`config.mk`:
```
export PLATFORM = sky130hd
export DESIGN_NAME = hazard_scoreboard
export DESIGN_NICKNAME = d
export VERILOG_FILES = /design/src/rtl/hazard_pkg.sv /design/src/rtl/scoreboard_regfile.sv /design/src/rtl/hazard_scoreboard.sv
export SDC_FILE = /design/constraint.sdc
export NUM_CORES = 1
export LEC_CHECK = 0
export ABC_AREA = 1
export BUFFER_PORTS_ARGS = -buffer_cell sky130_fd_sc_hd__buf_4
export CORE_UTILIZATION = 60
export DETAILED_ROUTE_END_ITERATION = 7
export PLACE_DENSITY = 0.78
export SLEW_MARGIN = 20
export SYNTH_ARGS = -nofsm -noshare
export SYNTH_HDL_FRONTEND = slang
export SYNTH_SLANG_ARGS = --single-unit
```
`constraint.sdc`:
```
create_clock -name clock -period 5.8 [get_ports clock]
set_input_delay 1.16 -clock clock [delete_from_list [all_inputs] [get_ports clock]]
set_output_delay 1.16 -clock clock [all_outputs]
set_load 0.02 [all_outputs]
```
`src/rtl/hazard_pkg.sv`:
```
// Shared types and default sizing for the issue-hazard scoreboard.
// One issue slot is bundled as issue_slot_t once it is unpacked from the flat ports.
package hazard_pkg;

   localparam int DEF_ISSUE_WIDTH = 2;
   localparam int DEF_NUM_REGS    = 32;
   localparam int DEF_LAT_W       = 3;
   localparam int DEF_DIV_LAT     = 6;

   typedef logic [4:0]           reg_idx_t;
   typedef logic [DEF_LAT_W-1:0] lat_t;

   typedef struct packed {
      logic     valid;
      reg_idx_t rs1;
      reg_idx_t rs2;
      logic     use_rs1;
      logic     use_rs2;
      reg_idx_t rd;
      logic     wr;
      lat_t     lat;
      logic     unpiped;
   } issue_slot_t;

endpackage

```
`src/rtl/scoreboard_regfile.sv`:
```
// Per-register pending-latency counters.
// Counters saturate at zero, can be loaded from the set ports, and are read combinationally.
module scoreboard_regfile
   import hazard_pkg::*;
#(
   parameter int NUM_REGS = DEF_NUM_REGS,
   parameter int LAT_W    = DEF_LAT_W,
   parameter int N_RD     = 3 * DEF_ISSUE_WIDTH,
   parameter int N_SET    = DEF_ISSUE_WIDTH
) (
   input  logic             clock,
   input  logic             reset,
   input  logic             hold,
   input  reg_idx_t         rd_idx  [N_RD],
   output logic [LAT_W-1:0] rd_cnt  [N_RD],
   input  logic [N_SET-1:0] set_en,
   input  reg_idx_t         set_idx [N_SET],
   input  logic [LAT_W-1:0] set_val [N_SET]
);

   logic [LAT_W-1:0] cnt_q [NUM_REGS];
   logic [LAT_W-1:0] cnt_d [NUM_REGS];

   always_comb begin
      cnt_d = cnt_q;
      if (!hold) begin
         for (int r = 1; r < NUM_REGS; r++) begin
            if (cnt_q[r] != '0) cnt_d[r] = cnt_q[r] - LAT_W'(1);
         end
         // A new producer overrides the decrement of its destination.
         for (int i = 0; i < N_SET; i++) begin
            if (set_en[i] && set_idx[i] != '0) cnt_d[set_idx[i]] = set_val[i];
         end
      end
      cnt_d[0] = '0;
   end

   always_ff @(posedge clock or negedge reset) begin
      if (!reset) cnt_q <= '{default: '0};
      else        cnt_q <= cnt_d;
   end

   always_comb begin
      for (int k = 0; k < N_RD; k++) rd_cnt[k] = cnt_q[rd_idx[k]];
   end

endmodule

```
`src/rtl/hazard_scoreboard.sv`:
```
// Per-slot issue-hazard unit: RAW/WAW against the latency scoreboard, intra-group
// dependences and the unpipelined-unit structural check, combined into prefix-closed stalls.
module hazard_scoreboard
   import hazard_pkg::*;
#(
   parameter int ISSUE_WIDTH = DEF_ISSUE_WIDTH,
   parameter int NUM_REGS    = DEF_NUM_REGS,
   parameter int LAT_W       = DEF_LAT_W,
   parameter int DIV_LAT     = DEF_DIV_LAT
) (
   input  logic                     clock,
   input  logic                     reset,
   input  logic                     freeze,
   input  logic [ISSUE_WIDTH-1:0]   issue_valid,
   input  logic [ISSUE_WIDTH*5-1:0] issue_rs1,
   input  logic [ISSUE_WIDTH*5-1:0] issue_rs2,
   input  logic [ISSUE_WIDTH-1:0]   issue_use_rs1,
   input  logic [ISSUE_WIDTH-1:0]   issue_use_rs2,
   input  logic [ISSUE_WIDTH*5-1:0] issue_rd,
   input  logic [ISSUE_WIDTH-1:0]   issue_wr,
   input  logic [ISSUE_WIDTH*LAT_W-1:0] issue_lat,
   input  logic [ISSUE_WIDTH-1:0]   issue_unpiped,
   output logic [ISSUE_WIDTH-1:0]   stall,
   output logic [ISSUE_WIDTH-1:0]   issue_accept,
   output logic                     div_busy
);

   localparam int N_RD = 3 * ISSUE_WIDTH;

   issue_slot_t      slot    [ISSUE_WIDTH];
   logic [LAT_W-1:0] eff_lat [ISSUE_WIDTH];
   reg_idx_t         rd_idx  [N_RD];
   logic [LAT_W-1:0] rd_cnt  [N_RD];

   logic [ISSUE_WIDTH-1:0] raw_hz, waw_hz, grp_hz, str_hz;
   logic [ISSUE_WIDTH-1:0] raw_stall, stall_chain;
   logic                   blocked;

   logic [ISSUE_WIDTH-1:0] set_en;
   reg_idx_t               set_idx [ISSUE_WIDTH];
   logic [LAT_W-1:0]       set_val [ISSUE_WIDTH];

   logic [LAT_W-1:0] div_cnt_q, div_cnt_d;

   always_comb begin
      for (int i = 0; i < ISSUE_WIDTH; i++) begin
         slot[i].valid   = issue_valid[i];
         slot[i].rs1     = issue_rs1[i*5 +: 5];
         slot[i].rs2     = issue_rs2[i*5 +: 5];
         slot[i].use_rs1 = issue_use_rs1[i];
         slot[i].use_rs2 = issue_use_rs2[i];
         slot[i].rd      = issue_rd[i*5 +: 5];
         slot[i].wr      = issue_wr[i];
         slot[i].lat     = lat_t'(issue_lat[i*LAT_W +: LAT_W]);
         slot[i].unpiped = issue_unpiped[i];
         eff_lat[i]      = slot[i].unpiped ? LAT_W'(DIV_LAT) : LAT_W'(slot[i].lat);
         rd_idx[2*i]             = slot[i].rs1;
         rd_idx[2*i+1]           = slot[i].rs2;
         rd_idx[2*ISSUE_WIDTH+i] = slot[i].rd;
      end
   end

   always_comb begin
      raw_hz      = '0;
      waw_hz      = '0;
      grp_hz      = '0;
      str_hz      = '0;
      raw_stall   = '0;
      stall_chain = '0;
      blocked     = 1'b0;
      for (int i = 0; i < ISSUE_WIDTH; i++) begin
         raw_hz[i] = (slot[i].use_rs1 && slot[i].rs1 != '0 && rd_cnt[2*i]   != '0) ||
                     (slot[i].use_rs2 && slot[i].rs2 != '0 && rd_cnt[2*i+1] != '0);
         // Keeps a short op from retiring its write ahead of an older long one.
         waw_hz[i] = slot[i].wr && slot[i].rd != '0 &&
                     (rd_cnt[2*ISSUE_WIDTH+i] > eff_lat[i]);
         str_hz[i] = slot[i].unpiped && (div_cnt_q != '0);
         for (int j = 0; j < i; j++) begin
            if (slot[j].valid && slot[j].wr && slot[j].rd != '0 &&
                ((slot[i].use_rs1 && slot[i].rs1 == slot[j].rd) ||
                 (slot[i].use_rs2 && slot[i].rs2 == slot[j].rd) ||
                 (slot[i].wr      && slot[i].rd  == slot[j].rd)))
               grp_hz[i] = 1'b1;
            if (slot[j].valid && slot[j].unpiped && slot[i].unpiped)
               str_hz[i] = 1'b1;
         end
         raw_stall[i]   = slot[i].valid && (raw_hz[i] || waw_hz[i] || grp_hz[i] || str_hz[i]);
         blocked        = blocked | raw_stall[i];
         stall_chain[i] = blocked;
      end
   end

   assign stall        = freeze ? '1 : stall_chain;
   assign issue_accept = issue_valid & ~stall;

   always_comb begin
      for (int i = 0; i < ISSUE_WIDTH; i++) begin
         set_en[i]  = issue_accept[i] && slot[i].wr && slot[i].rd != '0 && eff_lat[i] != '0;
         set_idx[i] = slot[i].rd;
         set_val[i] = eff_lat[i];
      end
   end

   scoreboard_regfile #(
      .NUM_REGS (NUM_REGS),
      .LAT_W    (LAT_W),
      .N_RD     (N_RD),
      .N_SET    (ISSUE_WIDTH)
   ) u_regfile (
      .clock   (clock),
      .reset   (reset),
      .hold    (freeze),
      .rd_idx  (rd_idx),
      .rd_cnt  (rd_cnt),
      .set_en  (set_en),
      .set_idx (set_idx),
      .set_val (set_val)
   );

   always_comb begin
      div_cnt_d = div_cnt_q;
      if (!freeze) begin
         if (div_cnt_q != '0) div_cnt_d = div_cnt_q - LAT_W'(1);
         for (int i = 0; i < ISSUE_WIDTH; i++) begin
            if (issue_accept[i] && slot[i].unpiped) div_cnt_d = LAT_W'(DIV_LAT);
         end
      end
   end

   always_ff @(posedge clock or negedge reset) begin
      if (!reset) div_cnt_q <= '0;
      else        div_cnt_q <= div_cnt_d;
   end

   assign div_busy = (div_cnt_q != '0);

endmodule

```
==> out/metrics.csv <==
metric,value,unit
outcome,"finished, violations left",
violations in the final reports,DRC,
Vias per Instance,6.52,
setup skew after layout,11.6,ps
category of the worst setup path capture point,output pin,
layout overhead on the synthesized area,6.55,%
sequential cell area,0.00240,sq mm
largest fanout on the critical path,16,
RSZ-0062 raised after global routing,no,
post-synthesis average cell area,5.71,sq um
number of levels in the clock H-tree,3,
I/O Pins,54,
clock input transition at the sequential cells of the worst setup and hold paths,80,ps
effective utilization at floorplan,62.1,%
required time at the endpoint of the critical path,4640,ps
iteration count of the initial detailed-routing pass,8,
non-filler cells in the finished layout,2667,
DRC,6,
Iter 0 DRT Violations,2595,
total of buffers placed on input and output ports,53,
final period demand of the worst path,5520,ps
total routed wire length on the met1 layer,22.0,mm
"Seq/Total Area, Yosys",17.5,%
maximum number of pins on one net before global-route repair,105,
leakage power of the design,7.68,nW
area taken by multi-input logic gates,0.00960,sq mm
antenna violations before repair,0,
antenna fix cells,0,
remaining antenna violation count after routing,0,
number of slew-limit violations in the final report,0,
CTS Buffer Depth,2,
fin crit share,95.2,%
Total Die Area,0.0235,sq mm
vias in the first global route,16300,
setup violators final,0,
Post-Place Worst Slack,164,ps
routed via count,17400,
number of flip-flops and latches in the synthesized netlist,96,
die span in x,153,um
crit path DAT,4360,ps
DR WL met2,24.1,mm
most used cells in the layout excluding fill and tap cells,"sky130_fd_sc_hd__nand2_1 (836), sky130_fd_sc_hd__inv_1 (300), sky130_fd_sc_hd__nand3_1 (287)",
detailed-route wire length,57.9,mm
"most common cell after layout, fill and taps aside",sky130_fd_sc_hd__nand2_1,
RD Place Congestion,1.08,
cts bufs inserted,9,
filler cell count,2016,
kind of launch point of the worst setup path,input pin,
maximum VDD drop,0.000246,V
routed wl met3,8.41,mm
gate count after technology mapping,2402,
category of the most critical setup path,input pin to output pin,
combined area of all synthesized cells,0.0137,sq mm
achievable clock frequency,0.181,GHz
Yosys Warn Count,0,
relative slew slack,23.2,%
placed cell count,2651,
uppermost routed layer,met4,
setup total negative slack,0,ps
FF-to-FF setup slack,1270,ps
clock root buffer,sky130_fd_sc_hd__clkbuf_16,
wire length of the first global-routing pass,90.5,mm
total power consumption of the routed design,5.88,mW
GRT Total Usage,49.6,%
Max Cap Violations,0,
final critical-path setup slack,278,ps
DR WL/cell,21.7,um
count of final hold-check violations,0,
post-synth net total,2552,
"Clk Latency, worst-skew pair",370,ps
layout cell share with drive strength beyond 1,7.25,%
count of standard-cell rows,54,
kind of path behind the tightest hold check,flip-flop to flip-flop,
area of the core,0.0221,sq mm
Die Y,153,um
sum of overflow across all layers after global routing,0,
transition time at the pin with the least slew margin,1150,ps
power density over the cells,402,mW/mm^2
synth unique cells,36,
CTS tree,done,
number of sinks driven by the clock tree,96,
nets@finish,2532,
DP HPWL,41.0,mm
quantity of hold-fixing buffers added after cts,0,
## cells in the mapped netlist
master | count | share of area (%)
sky130_fd_sc_hd__o22ai_1 | 81 | 3.7
sky130_fd_sc_hd__ha_1 | 101 | 9.2
sky130_fd_sc_hd__inv_2 | 11 | 0.30
sky130_fd_sc_hd__nand3b_1 | 1 | 0.055
sky130_fd_sc_hd__nor2_2 | 5 | 0.23
sky130_fd_sc_hd__or2_2 | 1 | 0.046
sky130_fd_sc_hd__a221oi_1 | 5 | 0.32
sky130_fd_sc_hd__buf_1 | 14 | 0.38
sky130_fd_sc_hd__buf_4 | 9 | 0.49
sky130_fd_sc_hd__o21ai_1 | 4 | 0.15
sky130_fd_sc_hd__nand2_4 | 1 | 0.082
sky130_fd_sc_hd__a32oi_1 | 2 | 0.13
sky130_fd_sc_hd__nor3_1 | 16 | 0.58
sky130_fd_sc_hd__nand3_2 | 30 | 2.2
sky130_fd_sc_hd__nor3_2 | 1 | 0.073
sky130_fd_sc_hd__a22oi_1 | 9 | 0.49
sky130_fd_sc_hd__xnor2_1 | 32 | 2.0
sky130_fd_sc_hd__a31oi_1 | 3 | 0.14
sky130_fd_sc_hd__buf_6 | 11 | 0.90
sky130_fd_sc_hd__clkinv_1 | 1 | 0.027
sky130_fd_sc_hd__nor2_1 | 123 | 3.4
sky130_fd_sc_hd__o211ai_1 | 1 | 0.055
sky130_fd_sc_hd__buf_2 | 19 | 0.69
sky130_fd_sc_hd__a21boi_0 | 1 | 0.055
sky130_fd_sc_hd__dfrtp_1 | 96 | 18
sky130_fd_sc_hd__nor2_4 | 1 | 0.082
sky130_fd_sc_hd__nand3_1 | 288 | 11
sky130_fd_sc_hd__a21oi_1 | 24 | 0.88
sky130_fd_sc_hd__o21ai_0 | 185 | 6.7
sky130_fd_sc_hd__nand4_1 | 103 | 4.7
sky130_fd_sc_hd__nand2_2 | 1 | 0.046
sky130_fd_sc_hd__o2111ai_1 | 2 | 0.13
sky130_fd_sc_hd__o221ai_1 | 9 | 0.57
sky130_fd_sc_hd__inv_1 | 301 | 8.2
sky130_fd_sc_hd__clkbuf_1 | 74 | 2.0
sky130_fd_sc_hd__nand2_1 | 836 | 23
## power by group
group	total, mW	switching (mW)	internal (mW)	leakage (nW)
clock	0.652	0.346	0.306	0.147
sequential	1.22	0.323	0.895	1.24
combinational	4.01	2.58	1.43	6.29
## timing repair
item	CTS	global route
setup buffers	0	0
setup endpoints to repair	0	1
resized for setup	0	3
## worst max-delay path, stage by stage
cell	delay, ps
sky130_fd_sc_hd__buf_4	130
sky130_fd_sc_hd__inv_1	70
sky130_fd_sc_hd__nor2_1	40
sky130_fd_sc_hd__inv_1	170
sky130_fd_sc_hd__buf_6	250
sky130_fd_sc_hd__o22ai_1	120
sky130_fd_sc_hd__a21oi_2	180
sky130_fd_sc_hd__o22ai_1	100
sky130_fd_sc_hd__a221oi_1	240
sky130_fd_sc_hd__nand4_1	220
sky130_fd_sc_hd__ha_1	380
sky130_fd_sc_hd__a21oi_1	140
sky130_fd_sc_hd__o21ai_0	100
sky130_fd_sc_hd__nand2_1	60
sky130_fd_sc_hd__o21ai_0	100
sky130_fd_sc_hd__a21oi_1	170
sky130_fd_sc_hd__nand3_1	90
sky130_fd_sc_hd__nand2_1	100
sky130_fd_sc_hd__nand3_2	120
sky130_fd_sc_hd__nor2_4	220
sky130_fd_sc_hd__buf_4	190
## metrics by stage
step	util, %	hold slack [ps]	instance area [sq um]
floorplan	-	442	13700
detailed placement	64.8	473	14300
finish	66.2	494	14600
CTS	66.1	496	14600
global route	66.2	526	14600
global placement	64.8	469	14300
## routing by layer
metal | vias up | track usage, %
met2 | 1425 | 73.3
met4 | 0 | 29.1
met3 | 271 | 13.0
met5 | - | 0
li1 | 7814 | -
met1 | 7870 | 64.9
## registers in the layout, summed over array words and instances (netlist names)
signal and count:
u_regfile.cnt_q 93, div_cnt_q 3
## final timing paths
check	startpoint	endpoint	cells past startpoint
worst max register to register	u_regfile.cnt_q[20]	u_regfile.cnt_q[70]	19
worst min-delay path	div_cnt_q[0]	div_cnt_q[0]	2
worst max-delay path	issue_rd[6]	issue_accept[1]	21
worst min register to register	div_cnt_q[0]	div_cnt_q[0]	2
max in group asynchronous	reset	u_regfile.cnt_q[92]	2
min in group asynchronous	reset	u_regfile.cnt_q[48]	1
## layout make-up
| type | instances | area share, % |
|---|---|---|
| clock buffers | 9 | 1.54 |
| clock inverters | 7 | 0.505 |
| inverters | 313 | 8.07 |
| multi-input cells | 1866 | 65.7 |
| flip-flops and latches | 96 | 16.4 |
| well taps | 280 | 2.40 |
| repair buffers | 96 | 5.38 |
## cell families (layout without fill, tap and decap cells)
family,Yosys count,after routing,share of synthesized area (%)
xor+xnor,32,32,2.04
compound gates,326,326,13.4
fa+ha+maj,101,101,9.21
buf+inv,440,425,13.1
simple gates,1407,1407,44.8
flops,96,96,17.5
Note: power is estimated with default switching activity, not from simulation.
